<file path="src/rtl/stopwatch_pkg.sv">
// rtl/stopwatch_pkg.sv - shared state encodings and mode constants for the stopwatch
package stopwatch_pkg;

    typedef enum logic [1:0] {
        ST_IDLE     = 2'b00,
        ST_COUNTING = 2'b01,
        ST_PAUSED   = 2'b10,
        ST_DONE     = 2'b11
    } sw_state_e;

    localparam logic MODE_UP   = 1'b0;
    localparam logic MODE_DOWN = 1'b1;

endpackage

</file>
<file path="src/rtl/stopwatch_lap_ctl_if.sv">
// rtl/stopwatch_lap_ctl_if.sv - command/status bundle between a controller host and the stopwatch
interface stopwatch_lap_ctl_if #(
    parameter int TIME_W    = 16,
    parameter int LAP_DEPTH = 4
);
    logic                         trig;
    logic                         split;
    logic                         tick;
    logic                         mode;
    logic [TIME_W-1:0]            load_val;
    logic                         rd_next;
    logic [TIME_W-1:0]            time_val;
    logic [1:0]                   state;
    logic                         done;
    logic [TIME_W-1:0]            lap_val;
    logic [$clog2(LAP_DEPTH):0]   lap_cnt;
    logic                         lap_full;
    logic                         lap_empty;

    modport master (
        output trig, split, tick, mode, load_val, rd_next,
        input  time_val, state, done, lap_val, lap_cnt, lap_full, lap_empty
    );

    modport slave (
        input  trig, split, tick, mode, load_val, rd_next,
        output time_val, state, done, lap_val, lap_cnt, lap_full, lap_empty
    );
endinterface

</file>
<file path="src/rtl/lap_fifo.sv">
// rtl/lap_fifo.sv - first-word fall-through lap buffer with clear, drop-on-full push
module lap_fifo #(
    parameter int WIDTH = 16,
    parameter int DEPTH = 4
) (
    input  logic                     clk,
    input  logic                     reset,
    input  logic                     clr,
    input  logic                     push,
    input  logic [WIDTH-1:0]         data,
    input  logic                     pop,
    output logic [WIDTH-1:0]         head,
    output logic [$clog2(DEPTH):0]   count,
    output logic                     full,
    output logic                     empty
);
    localparam int AW = $clog2(DEPTH);

    logic [WIDTH-1:0] mem_q [DEPTH];
    logic [AW-1:0]    wr_ptr_q;
    logic [AW-1:0]    rd_ptr_q;
    logic [AW:0]      cnt_q;
    logic             do_push;
    logic             do_pop;

    // A pop in the same cycle frees a slot, so a push into a full buffer is still accepted.
    assign do_pop  = pop && !empty;
    assign do_push = push && (!full || do_pop);

    always_ff @(posedge clk) begin
        if (reset || clr) begin
            wr_ptr_q <= '0;
            rd_ptr_q <= '0;
            cnt_q    <= '0;
        end else begin
            if (do_push) wr_ptr_q <= wr_ptr_q + AW'(1);
            if (do_pop)  rd_ptr_q <= rd_ptr_q + AW'(1);
            case ({do_push, do_pop})
                2'b10:   cnt_q <= cnt_q + (AW+1)'(1);
                2'b01:   cnt_q <= cnt_q - (AW+1)'(1);
                default: cnt_q <= cnt_q;
            endcase
        end
    end

    always_ff @(posedge clk) begin
        if (do_push) mem_q[wr_ptr_q] <= data;
    end

    assign count = cnt_q;
    assign full  = (cnt_q == (AW+1)'(DEPTH));
    assign empty = (cnt_q == '0);
    assign head  = empty ? '0 : mem_q[rd_ptr_q];
endmodule

</file>
<file path="src/rtl/stopwatch_lap_ctl.sv">
// rtl/stopwatch_lap_ctl.sv - up/down stopwatch FSM with lap capture buffer
module stopwatch_lap_ctl
    import stopwatch_pkg::*;
#(
    parameter int TIME_W    = 16,
    parameter int LAP_DEPTH = 4
) (
    input  logic                 clk,
    input  logic                 reset,
    stopwatch_lap_ctl_if.slave   bus
);
    localparam logic [TIME_W-1:0] TIME_MAX = '1;

    sw_state_e          state_q, state_d;
    logic [TIME_W-1:0]  time_q, time_d;
    logic               mode_q, mode_d;
    logic               done_q;
    logic               push;
    logic               clr;

    always_comb begin
        state_d = state_q;
        time_d  = time_q;
        mode_d  = mode_q;
        push    = 1'b0;
        case (state_q)
            ST_IDLE: begin
                time_d = (bus.mode == MODE_DOWN) ? bus.load_val : '0;
                if (bus.trig) begin
                    mode_d  = bus.mode;
                    state_d = (bus.mode == MODE_DOWN && bus.load_val == '0) ? ST_DONE : ST_COUNTING;
                end
            end
            ST_COUNTING: begin
                // trig outranks both split and tick: time stays put and no lap is taken.
                if (bus.trig) begin
                    state_d = ST_PAUSED;
                end else begin
                    push = bus.split;
                    if (bus.tick) begin
                        if (mode_q == MODE_UP) begin
                            time_d = (time_q == TIME_MAX) ? time_q : time_q + TIME_W'(1);
                        end else begin
                            time_d = (time_q == '0) ? '0 : time_q - TIME_W'(1);
                            if (time_q <= TIME_W'(1)) state_d = ST_DONE;
                        end
                    end
                end
            end
            ST_PAUSED: begin
                if (bus.trig)       state_d = ST_COUNTING;
                else if (bus.split) state_d = ST_IDLE;
            end
            ST_DONE: begin
                if (bus.trig || bus.split) state_d = ST_IDLE;
            end
            default: state_d = ST_IDLE;
        endcase
    end

    assign clr = (state_d == ST_IDLE) && (state_q != ST_IDLE);

    always_ff @(posedge clk) begin
        if (reset) begin
            state_q <= ST_IDLE;
            time_q  <= '0;
            mode_q  <= MODE_UP;
            done_q  <= 1'b0;
        end else begin
            state_q <= state_d;
            time_q  <= time_d;
            mode_q  <= mode_d;
            done_q  <= (state_d == ST_DONE);
        end
    end

    lap_fifo #(
        .WIDTH (TIME_W),
        .DEPTH (LAP_DEPTH)
    ) u_lap_fifo (
        .clk   (clk),
        .reset (reset),
        .clr   (clr),
        .push  (push),
        .data  (time_q),
        .pop   (bus.rd_next),
        .head  (bus.lap_val),
        .count (bus.lap_cnt),
        .full  (bus.lap_full),
        .empty (bus.lap_empty)
    );

    assign bus.time_val = time_q;
    assign bus.state    = state_q;
    assign bus.done     = done_q;
endmodule

</file>
<file path="src/flat_wrapper.sv">
// flat-port wrapper written by rule: the top's interface ports become plain ports
module stopwatch_lap_ctl_flat import stopwatch_pkg::*;
#(
    parameter int TIME_W    = 16,
    parameter int LAP_DEPTH = 4
)
  (clk, reset, bus_trig, bus_split, bus_tick, bus_mode, bus_load_val, bus_rd_next, bus_time_val, bus_state, bus_done, bus_lap_val, bus_lap_cnt, bus_lap_full, bus_lap_empty);
  stopwatch_lap_ctl_if #(.TIME_W(TIME_W), .LAP_DEPTH(LAP_DEPTH)) bus_i ();
  input  logic clk;
  input  logic reset;
  input wire logic [$bits(bus_i.trig)-1:0] bus_trig;
  input wire logic [$bits(bus_i.split)-1:0] bus_split;
  input wire logic [$bits(bus_i.tick)-1:0] bus_tick;
  input wire logic [$bits(bus_i.mode)-1:0] bus_mode;
  input wire logic [$bits(bus_i.load_val)-1:0] bus_load_val;
  input wire logic [$bits(bus_i.rd_next)-1:0] bus_rd_next;
  output wire logic [$bits(bus_i.time_val)-1:0] bus_time_val;
  output wire logic [$bits(bus_i.state)-1:0] bus_state;
  output wire logic [$bits(bus_i.done)-1:0] bus_done;
  output wire logic [$bits(bus_i.lap_val)-1:0] bus_lap_val;
  output wire logic [$bits(bus_i.lap_cnt)-1:0] bus_lap_cnt;
  output wire logic [$bits(bus_i.lap_full)-1:0] bus_lap_full;
  output wire logic [$bits(bus_i.lap_empty)-1:0] bus_lap_empty;
  assign bus_i.trig = bus_trig;
  assign bus_i.split = bus_split;
  assign bus_i.tick = bus_tick;
  assign bus_i.mode = bus_mode;
  assign bus_i.load_val = bus_load_val;
  assign bus_i.rd_next = bus_rd_next;
  assign bus_time_val = bus_i.time_val;
  assign bus_state = bus_i.state;
  assign bus_done = bus_i.done;
  assign bus_lap_val = bus_i.lap_val;
  assign bus_lap_cnt = bus_i.lap_cnt;
  assign bus_lap_full = bus_i.lap_full;
  assign bus_lap_empty = bus_i.lap_empty;
  stopwatch_lap_ctl #(.TIME_W(TIME_W), .LAP_DEPTH(LAP_DEPTH)) u_core (.clk(clk), .reset(reset), .bus(bus_i));
endmodule
</file>
<file path="config.mk">
export PLATFORM = sky130hd
export DESIGN_NAME = stopwatch_lap_ctl_flat
export DESIGN_NICKNAME = d
export VERILOG_FILES = /design/src/rtl/stopwatch_pkg.sv /design/src/rtl/stopwatch_lap_ctl_if.sv /design/src/rtl/lap_fifo.sv /design/src/rtl/stopwatch_lap_ctl.sv /design/src/flat_wrapper.sv
export SDC_FILE = /design/constraint.sdc
export NUM_CORES = 1
export LEC_CHECK = 0
export CAP_MARGIN = 20
export CORE_MARGIN = 10
export CORE_UTILIZATION = 35
export CTS_BUF_LIST = sky130_fd_sc_hd__clkbuf_16
export CTS_CLUSTER_DIAMETER = 60
export CTS_CLUSTER_SIZE = 24
export DETAILED_ROUTE_END_ITERATION = 7
export HOLD_SLACK_MARGIN = 0.1
export PLACE_DENSITY = 0.6
export SKIP_CTS_REPAIR_TIMING = 1
export SLEW_MARGIN = 15
export SYNTH_ARGS = -nofsm -noshare
export SYNTH_HDL_FRONTEND = slang
export SYNTH_SLANG_ARGS = --single-unit
</file>
<file path="constraint.sdc">
create_clock -name clk -period 2.31 [get_ports clk]
set_input_delay 0.462 -clock clk [delete_from_list [all_inputs] [get_ports clk]]
set_output_delay 0.462 -clock clk [all_outputs]
set_load 0.01 [all_outputs]
</file>
# After elaboration in Yosys (flattened, before gate mapping)
# Memory sizes are Yosys's and may differ from the RTL's. A register that Yosys moved wholly into a read port is not among the register bits.
# Index checks and enable logic that the tools add are counted.
# op_classes
n_addsub	6
n_mul	0
div_mod_pow	0
magnitude_cmp	1
n_eq_ne	11
shifts	0
mux	25
bitwise_logic	0
n_reduce_logical	19
# op_table
op	count
two-way mux 16 bit	7
logical NOT 16 bit	2
one-hot mux 16 bit (2 select lines)	1
two-way mux 2 bit	11
adder 16 x 1 -> 16 bit (second input constant)	1
== test 16 bit (second input constant)	1
<= comparator 16 x 1 -> 1 bit (second input constant)	1
subtractor 16 x 1 -> 16 bit (second input constant)	1
== test 2 bit (second input constant)	4
one-hot mux 2 bit (4 select lines)	1
one-hot mux 3 bit (2 select lines)	1
nonzero test 2 bit	3
adder 2 x 1 -> 2 bit (second input constant)	2
== test 2 x 1 -> 1 bit (second input constant)	2
logical AND 1 bit	4
logical NOT 2 bit	2
two-way mux 1 bit	4
inequality test 2 bit (second input constant)	2
AND reduction 4 bit	1
adder 3 x 1 -> 3 bit (second input constant)	1
== test 3 bit (second input constant)	1
logical NOT 3 bit	1
logical OR 1 bit	3
inequality test 3 x 2 -> 1 bit (second input constant)	1
other kinds (3)	4
# totals
reg_bits	27
latchBits	0
ramBits	64
mem_bits_ro	0
input_bits	23
n_memories	1
# mem_list
memory	depth	word_bits	read_ports	rd_clocked_by_memory_dff	wr	line	text
u_core.u_lap_fifo.mem_q	4	16	1	1	1	lap_fifo.sv:19	logic [WIDTH-1:0] mem_q [DEPTH];

# Logic depth before layout (Yosys ltp)
# Gate-level depths: netlist (run 1).
# depth
ltp_word	10
depth_mapped	9

# Hierarchy
# From an unflattened synthesis (run 1), not the netlist that was laid out.
# unflattened
hier_cells	412
hier_area_um2	4804.6
# by_module_without_submodules
module	instances	cells_per_inst	area_per_inst_um2
lap_fifo	1	171	3005.4
stopwatch_lap_ctl	1	241	1799.2

# Least setup slack after synthesis (run 1)
# OpenSTA, ideal clock, no wires.
# synth_path
kind	reg-to-reg
from	register u_core.state_q[1], in the netlist u_core.bus.state[1]
to	register u_core.u_lap_fifo.cnt_q[2], in the netlist u_core.u_lap_fifo.count[2]
setup_time_ns	0.120
t_arrival_ns	2.281
required_time_ns	2.190
slack_ns	-0.092
path_stages_with_launch	9
path_buffers	2
path_cell_list	dfxtp_1 clkbuf_1 nand4bb_1 clkbuf_1 nand3_1 fa_1 or3_1 a311oi_1 nor2_1
# synth_between
elab_chain_cells	8
word_cells_on_any_way	23
cone_classes	5 x eq/ne; 11 x mux; 7 x reduce/logical
# synth_rtl
element	line	text
start: declaration	stopwatch_lap_ctl.sv:14	sw_state_e state_q, state_d;
start signal: assignment	stopwatch_lap_ctl.sv:70	state_q <= state_d;
two-way mux 2 bit	stopwatch_lap_ctl.sv:45	if (time_q <= TIME_W'(1)) state_d = ST_DONE;
two-way mux 2 bit	stopwatch_lap_ctl.sv:41	if (mode_q == MODE_UP) begin
two-way mux 2 bit	stopwatch_lap_ctl.sv:40	if (bus.tick) begin
two-way mux 2 bit	stopwatch_lap_ctl.sv:36	if (bus.trig) begin
one-hot mux 2 bit (4 select lines)	stopwatch_lap_ctl.sv:26	case (state_q)
logical NOT 2 bit	stopwatch_lap_ctl.sv:61	assign clr = (state_d == ST_IDLE) && (state_q != ST_IDLE);
logical AND 1 bit	stopwatch_lap_ctl.sv:61	
logical OR 1 bit	lap_fifo.sv:31	if (reset || clr) begin
end signal: assignment	lap_fifo.sv:39	2'b10: cnt_q <= cnt_q + (AW+1)'(1);
end signal: assignment	lap_fifo.sv:40	2'b01: cnt_q <= cnt_q - (AW+1)'(1);
end signal: assignment	lap_fifo.sv:41	default: cnt_q <= cnt_q;
end: declaration	lap_fifo.sv:22	logic [AW:0] cnt_q;
# Parallel ways exist; a longest one is shown, timed or not.
# A chain may end at the register's enable or synchronous reset.

==> results of run 1 <==
## worst max path at each step
stage,end,depth (start not counted),startpoint
after floorplan,u_core.u_lap_fifo.count[2],8,u_core.bus.state[1]
after global placement,u_core.u_lap_fifo.count[2],7,bus_trig
after detailed placement,u_core.u_lap_fifo.count[2],7,bus_trig
after CTS,bus_lap_val[1],4,flip-flop
after global routing,u_core.bus.time_val[15],6,u_core.bus.time_val[0]
final,bus_lap_val[0],4,flip-flop
## registers in the layout, summed over array words and instances (netlist names), named ones only
signal / cells
u_core.bus.time_val: 16
u_core.mode_q: 1
u_core.u_lap_fifo.count: 3
u_core.bus.state: 2
u_core.bus.done: 1
u_core.u_lap_fifo.wr_ptr_q: 2
u_core.u_lap_fifo.rd_ptr_q: 2
u_core.u_lap_fifo.mem_q: 64
## critical path, stage by stage, from the launching register on
cell,delay [ns]
dfxtp_4,0.38
clkbuf_16,0.17
mux4_2,0.50
and2_1,0.17
dlymetal6s2s_1,0.17
## power by group through the flow
stage               logic (mW)  registers [mW]  clock network, mW
floorplan                0.355            1.91                  0
global placement         0.656            1.89                  0
detailed placement       0.660            1.89                  0
CTS                      0.663            1.86               1.55
global route             0.744            1.86               1.63
finish                   0.686            1.86               1.52
## synth_stat cells (all sizes together), types with 4 or more instances
| library cell | instances |
|---|---|
| nand3 | 9 |
| o21ai | 18 |
| o22ai | 5 |
| nor3 | 15 |
| dfxtp | 29 |
| clkbuf | 22 |
| nor2 | 31 |
| inv | 13 |
| a211oi | 13 |
| xor2 | 5 |
| nor3b | 5 |
| edfxtp | 64 |
| a21oi | 17 |
| nand4b | 4 |
| mux4 | 16 |
| ha | 8 |
| xnor2 | 5 |
| a221oi | 5 |
| mux2i | 4 |
| and2 | 25 |
| buf | 10 |
| nand2 | 12 |
| or4 | 6 |
| a31oi | 5 |
| or3 | 5 |
| nor4 | 12 |
## cells by family (layout without fill, tap and decap cells)
logic type | count (synthesis) | after routing
buffers and inverters | 45 | 154
muxes | 21 | 21
and+or+nand+nor | 147 | 147
xor gates and xnor gates | 10 | 10
AOI/OAI and AO/OA | 89 | 89
adders and majority gates | 9 | 9
DFF | 93 | 93
## cell type report
type | instances | area share (%)
flip-flops and latches | 93 | 39.0
repair buffers | 125 | 19.2
multi-input cells | 276 | 32.9
clock buffers | 9 | 3.50
inverters | 13 | 0.759
well taps | 176 | 3.42
clock inverters | 7 | 1.26
## per-layer routing
metal,up-vias,GRT usage (%)
met5,-,0
met4,0,5.09
met2,173,22.2
li1,1810,-
met3,24,2.80
met1,1854,18.1
## metrics by stage
step	util (%)	instances	power [mW]	setup slack (ns)	area (sq um)
after floorplan	-	414	2.26	0.000904	4820
after global placement	45.0	678	2.55	-0.139	6010
after detailed placement	45.0	678	2.55	-0.133	6010
after CTS	47.3	694	4.07	-0.259	6310
after global routing	48.2	699	4.23	0.0413	6430
final	48.2	699	4.06	0.127	6430
==> impl_results.md, run 1 <==
* Final period utilization at 94.5%
* Reg-to-Reg End: u_core.bus.time_val[6]
* Number of buffers created by CTS at 9
* GRT Total Usage at approximately 14%
* DP HPWL at roughly 9.4 mm
* Synth Cell Area at 4820 sq um
* P_int at around 3 mW
* Syn_nets at around 450
* Max Slew Vio Count at 0
* Top sig layer: met4
* Vias in the first global route at around 3800
* Max-Cap Viols at 0
* Worst endpoint required time at about 1.9 ns
* Mux cell area share after synthesis at approximately 8.5%
* Top Ports at 63
* Synth Instances at between 400 and 500
* Die Span Y at ~140 um
* Initial drt markers at between 400 and 500
* Worst Hold Launch: u_core.u_lap_fifo.rd_ptr_q[0]
* Skew final at between 0.007 and 0.008 ns
* Avg WL per Cell at between 15 and 20 um
* Number of diodes at 0
* Die X-Extent at roughly 140 um
* Clock Latency Late Sink at ~0.34 ns
* Setup Crit Path Kind: reg -> out
* Worst VDD drop at 0.000335 V
* RSZ-0062 raised after global routing: no
* Mean Syn Cell Area at around 12 sq um
* Power density cells at about 630 nW/um^2
* Netlist cell types at 66
* Compound-Gate Fraction of Synth Area at between 10% and 20%
* Initial antenna violation count at 0
* Switching share of power at between 20% and 30%
* Area grow syn2layout at 33.4%
* Cell Rows at 42
* Wl on met1 at slightly below 6 mm
* Top cells by area, synth: edfxtp_1 40%, dfxtp_1 12%, mux4_2 7.5%, and2_1 3.1%, nor2_1 2.4%
* First-pass GRT wire length at 20.4 mm
* CP Data Arrival Time at approximately 1.7 ns
* R2R Path Start: u_core.bus.time_val[15]
* DRT antenna net count at 0
* P_leak at 2.45 nW
* Net switching power at 1.07 mW
* Critical path peak fanout at 8
* CTS Sinks at slightly above 90
* EDFF count, synth at 64
* Multi-input gate area at between 2000 and 2500 sq um
* GP Congestion at 0.925
* Synth Area in Adders at ~2.5%
* Number of fill cells at around 1300
* DR DRC count at 0
* Hold Path Class: reg -> reg
* Total gr overflow at 0
* CTS tree: done
* Worst-margin pin slew at between 1 and 1.5 ns
* Seq pwr share at 45.7%
* Worst reg-to-reg setup slack at approximately 0.15 ns
* Total negative slack at 0 ns
* Largest family of logic cells by synthesized area: simple AND/OR/NAND/NOR gates
* Die ar. at approximately 19000 sq um
* Storage cell area at 2510 sq um
* Worst Setup End Kind: primary output
* Final Hold Vio Count at 0
* H-tree depth at 3
* Yosys reg bits at 93
* Max clock buf depth at 2
* Port Buffers at a little over 60
* Simple-Gate Fraction of Synth Area at a little under a fifth
* Largest net degree at the start of global routing at 21
* Routed wl met3 at roughly 800 um
* Post-Route WL at ~13 mm
* Starting Density at a little over a third
* Most frequent cells in the layout: 64 x edfxtp_1, 55 x buf_4, 45 x clkdlybuf4s50_1
* Vias/cell at between 5 and 6
* Register area share after synthesis at around half
* Synth Area in XOR/XNOR at under 10%
* Commonest non-fill, non-tap cell in the layout: edfxtp_1
* Outcome: complete, no violations
* Hold_ws at about 0.55 ns
* Relative slew slack at between 30% and 40%
* Share of cells above drive strength 1 at a little over a fifth
* Hold path depth at 2
* Clock power share at 37.4%
* Crit path time final at approximately 2.2 ns
* Logic pwr share at between 15 and 20%
* Asr flop ratio synth at 0%
* Type of origin of the critical path: flip-flop
* Wire length on met2 at 6.06 mm
* Clock Tree Root: clkbuf_16
* Cell taking the most area after synthesis: edfxtp_1
* Placeable Area at between 10000 and 15000 sq um
* Routed vias at 3861
* Ys flop type: edfxtp_1
* Cells on worst reg2reg path at 5
* Top-area cell type share of the netlist area at roughly two fifths
* TritonRoute pass-1 iters at 7
* Endpoints failing setup at 0
* Fmax at ~460 MHz
* Clock slew at reported path FFs at roughly 0.060 ns
* Nets at 550
* Synth warnings at 0
(Power assumes the default switching activity.)
==> run 2, diff against run 1 <==
Clock period 2.31 ns to 1.79 ns, I/O delays scaled along.
==> impl_results.md, run 2 (synthesized netlist as in run 1, its figures left out) <==
* H-tree depth at 3 (unchanged)
* P_leak at 3.01 nW (+23%)
* Worst Setup End Kind: primary output
* Max-Cap Viols at 0 (unchanged)
* Violated checks: setup timing
* Nets at 613 (+11%)
* Initial drt markers at 441 (-7.4%)
* Port Buffers at 62 (unchanged)
* Share of cells above drive strength 1 at 45.7% (+25 points)
* Routed wl met3 at 801 um (+0.63%)
* TritonRoute pass-1 iters at 5 (-2)
* Crit path time final at roughly 2.0 ns
* Outcome: complete, but fails checks
* Avg WL per Cell at 19.3 um (+3.2%)
* Die ar. at 18900 sq um (unchanged)
* CP Data Arrival Time at 1.68 ns (-0.04 ns)
* Seq pwr share at 43.3% (-2.4 points)
* Largest register FFs at 64 (unchanged)
* CTS tree: done
* Max Slew Vio Count at 0 (unchanged)
* Vias in the first global route at 4092 (+8.8%)
* Power density cells at 751 nW/um^2 (+19%)
* PnR worst setup slack at -0.246 ns (-0.373 ns)
* Top sig layer: met4
* First-pass GRT wire length at 21.4 mm (+4.8%)
* Area grow syn2layout at 52.9%
* Routed vias at 4181 (+8.3%)
* Endpoints failing setup at 34 (+34)
* Die X-Extent at 137 um (unchanged)
* Cell breakdown of the critical path: buf_12 -> mux4_2 -> and2_1 -> clkbuf_2
* Max clock buf depth at 2 (unchanged)
* Vias/cell at 5.49 (-0.66%)
* Starting Density at 36.1% (unchanged)
* CP max stage delay at 0.51 ns (about the same)
* Die Span Y at 137 um (unchanged)
* Net switching power at 1.55 mW (+45%)
* Fmax at 491 MHz
* Worst VDD drop at 0.000453 V (+35%)
* Logic pwr share at 22.9% (+6.0 points)
* Final period utilization at 114%
* Largest Register: u_core.u_lap_fifo.mem_q
* Worst reg-to-reg setup slack at -0.19 ns (-0.34 ns)
* P_int at 3.99 mW (+33%)
* Reg-to-Reg End: u_core.bus.time_val[5]
* Wire length on met2 at 7.54 mm (+24%)
* Placeable Area at 13300 sq um (unchanged)
* DRT antenna net count at 0 (unchanged)
* Switching share of power at 27.9% (+1.7 points)
* Worst Setup EP: bus_lap_val[15]
* Most frequent cells in the layout: 99 x buf_4, 64 x edfxtp_1, 29 x nor2_1
* Type of origin of the critical path: flip-flop
* Clock Latency Late Sink at 0.34 ns (about the same)
* Clock power share at 33.8% (-3.6 points)
* Placed cells at 724 (+6.8%)
* Slowest CP cell: mux4_2
* DR DRC count at 0 (unchanged)
* RSZ-0062 raised after global routing: yes
* Skew final at 0.00722 ns (-0.000535 ns)
* GRT Total Usage at 14.4% (+0.58 points)
* Cell Rows at 42 (unchanged)
* Cells on worst reg2reg path at 8 (+3)
* Worst-margin pin slew at 0.391 ns (-0.656 ns)
* Relative slew slack at 73.9% (+44 points)
* Number of buffers created by CTS at 9 (unchanged)
* R2R Path Start: u_core.bus.time_val[4]
* Post-Route WL at 14.7 mm (+13%)
* Worst Hold Launch: bus_mode
* Clock Tree Root: clkbuf_16
* Total gr overflow at 0 (unchanged)
* Clock slew at reported path FFs at 0.07 ns (about the same)
* Initial antenna violation count at 0 (unchanged)
* Hold_ws at 0.468 ns (-0.0780 ns)
* Number of diodes at 0 (unchanged)
* Worst endpoint required time at 1.43 ns (-0.42 ns)
* Largest net degree at the start of global routing at 21 (unchanged)
* CTS Sinks at 93 (unchanged)
* DP HPWL at 10.1 mm (+7.1%)
* Critical path peak fanout at 8 (unchanged)
* Hold Path Class: in -> reg
* Wl on met1 at 6.18 mm (+4.1%)
* Top Ports at 63 (unchanged)
* GP Congestion at 0.907 (-1.9%)
* Setup Crit Path Kind: reg -> out
* Commonest non-fill, non-tap cell in the layout: buf_4
* Fin cells at 762 (+9.0%)
* Final Hold Vio Count at 0 (unchanged)
[run 2: cell types whose count changed in the layout (fill, tap and decap cells not counted), sizes merged]
cell           change
buf               +77
clkdlybuf4s50     -26
dlymetal6s2s       +9
clkinv             +3
clkbuf             +2
bufinv             -1
clkinvlp           -1
inv                -1
or3                +1
[run 2: worst max-delay path, delay by kind of cell, from the launching register on]
kind / cells / cell delay, ns
muxes: 1 / 0.51
DFF: 1 / 0.39
buffers and inverters: 2 / 0.26
and+or+nand+nor: 1 / 0.17
[run 2: how the worst min path moves through the flow]
| stage | endpoint | slack [ns] | cells past startpoint |
|---|---|---|---|
| 2_1_floorplan | u_core.u_lap_fifo.mem_q[0][4] | 0.48 | 0 |
| 3_3_place_gp | u_core.u_lap_fifo.rd_ptr_q[1] | 0.51 | 2 |
| 3_5_place_dp | flip-flop | 0.51 | 2 |
| 4_1_cts | flip-flop | 0.54 | 2 |
| 5_1_grt | u_core.mode_q | 0.50 | 4 |
| 6_report | u_core.mode_q | 0.47 | 4 |
[run 2: final cells by class]
type                       instances  area (sq um)
clock buffer                       9           225
clock inverter                     7          67.6
tap                              176           220
fill                            1175          5980
multi-input combinational        277          2470
timing repair buffer             187          1790
inverter                          13          53.8
sequential                        93          2540
[run 2: power by group through the flow]
stage                     registers, mW  clock network [mW]  logic, mW
after global routing               2.40                2.00       1.35
after detailed placement           2.44                   0       1.04
final                              2.40                1.87       1.26
after floorplan                    2.47                   0      0.505
after CTS                          2.39                1.92       1.05
after global placement             2.44                   0       1.04
[run 2: layer usage]
metal	GRT usage, %	vias up
met5	0	-
met4	5.33	0
met3	2.69	18
met2	24.3	160
met1	18.0	2062
li1	-	1941
[run 2: per-stage QoR]
stage	setup WS [ns]	setup TNS [ns]	util (%)	power, mW	cell area (sq um)
after global routing	-0.309	-8.12	55.2	5.75	7370
after detailed placement	-0.512	-35.89	48.5	3.49	6470
after floorplan	-0.261	-3.33	-	2.97	4990
after global placement	-0.483	-32.86	48.4	3.48	6460
after CTS	-0.665	-20.35	50.7	5.36	6760
final	-0.246	-5.84	55.2	5.53	7370
==> run 3, diff against run 2 <==
Settings changed: TNS_END_PERCENT from default to 100.
==> results of run 3 <==
The final DEF is identical to that of run 2; final timing and power are the same.
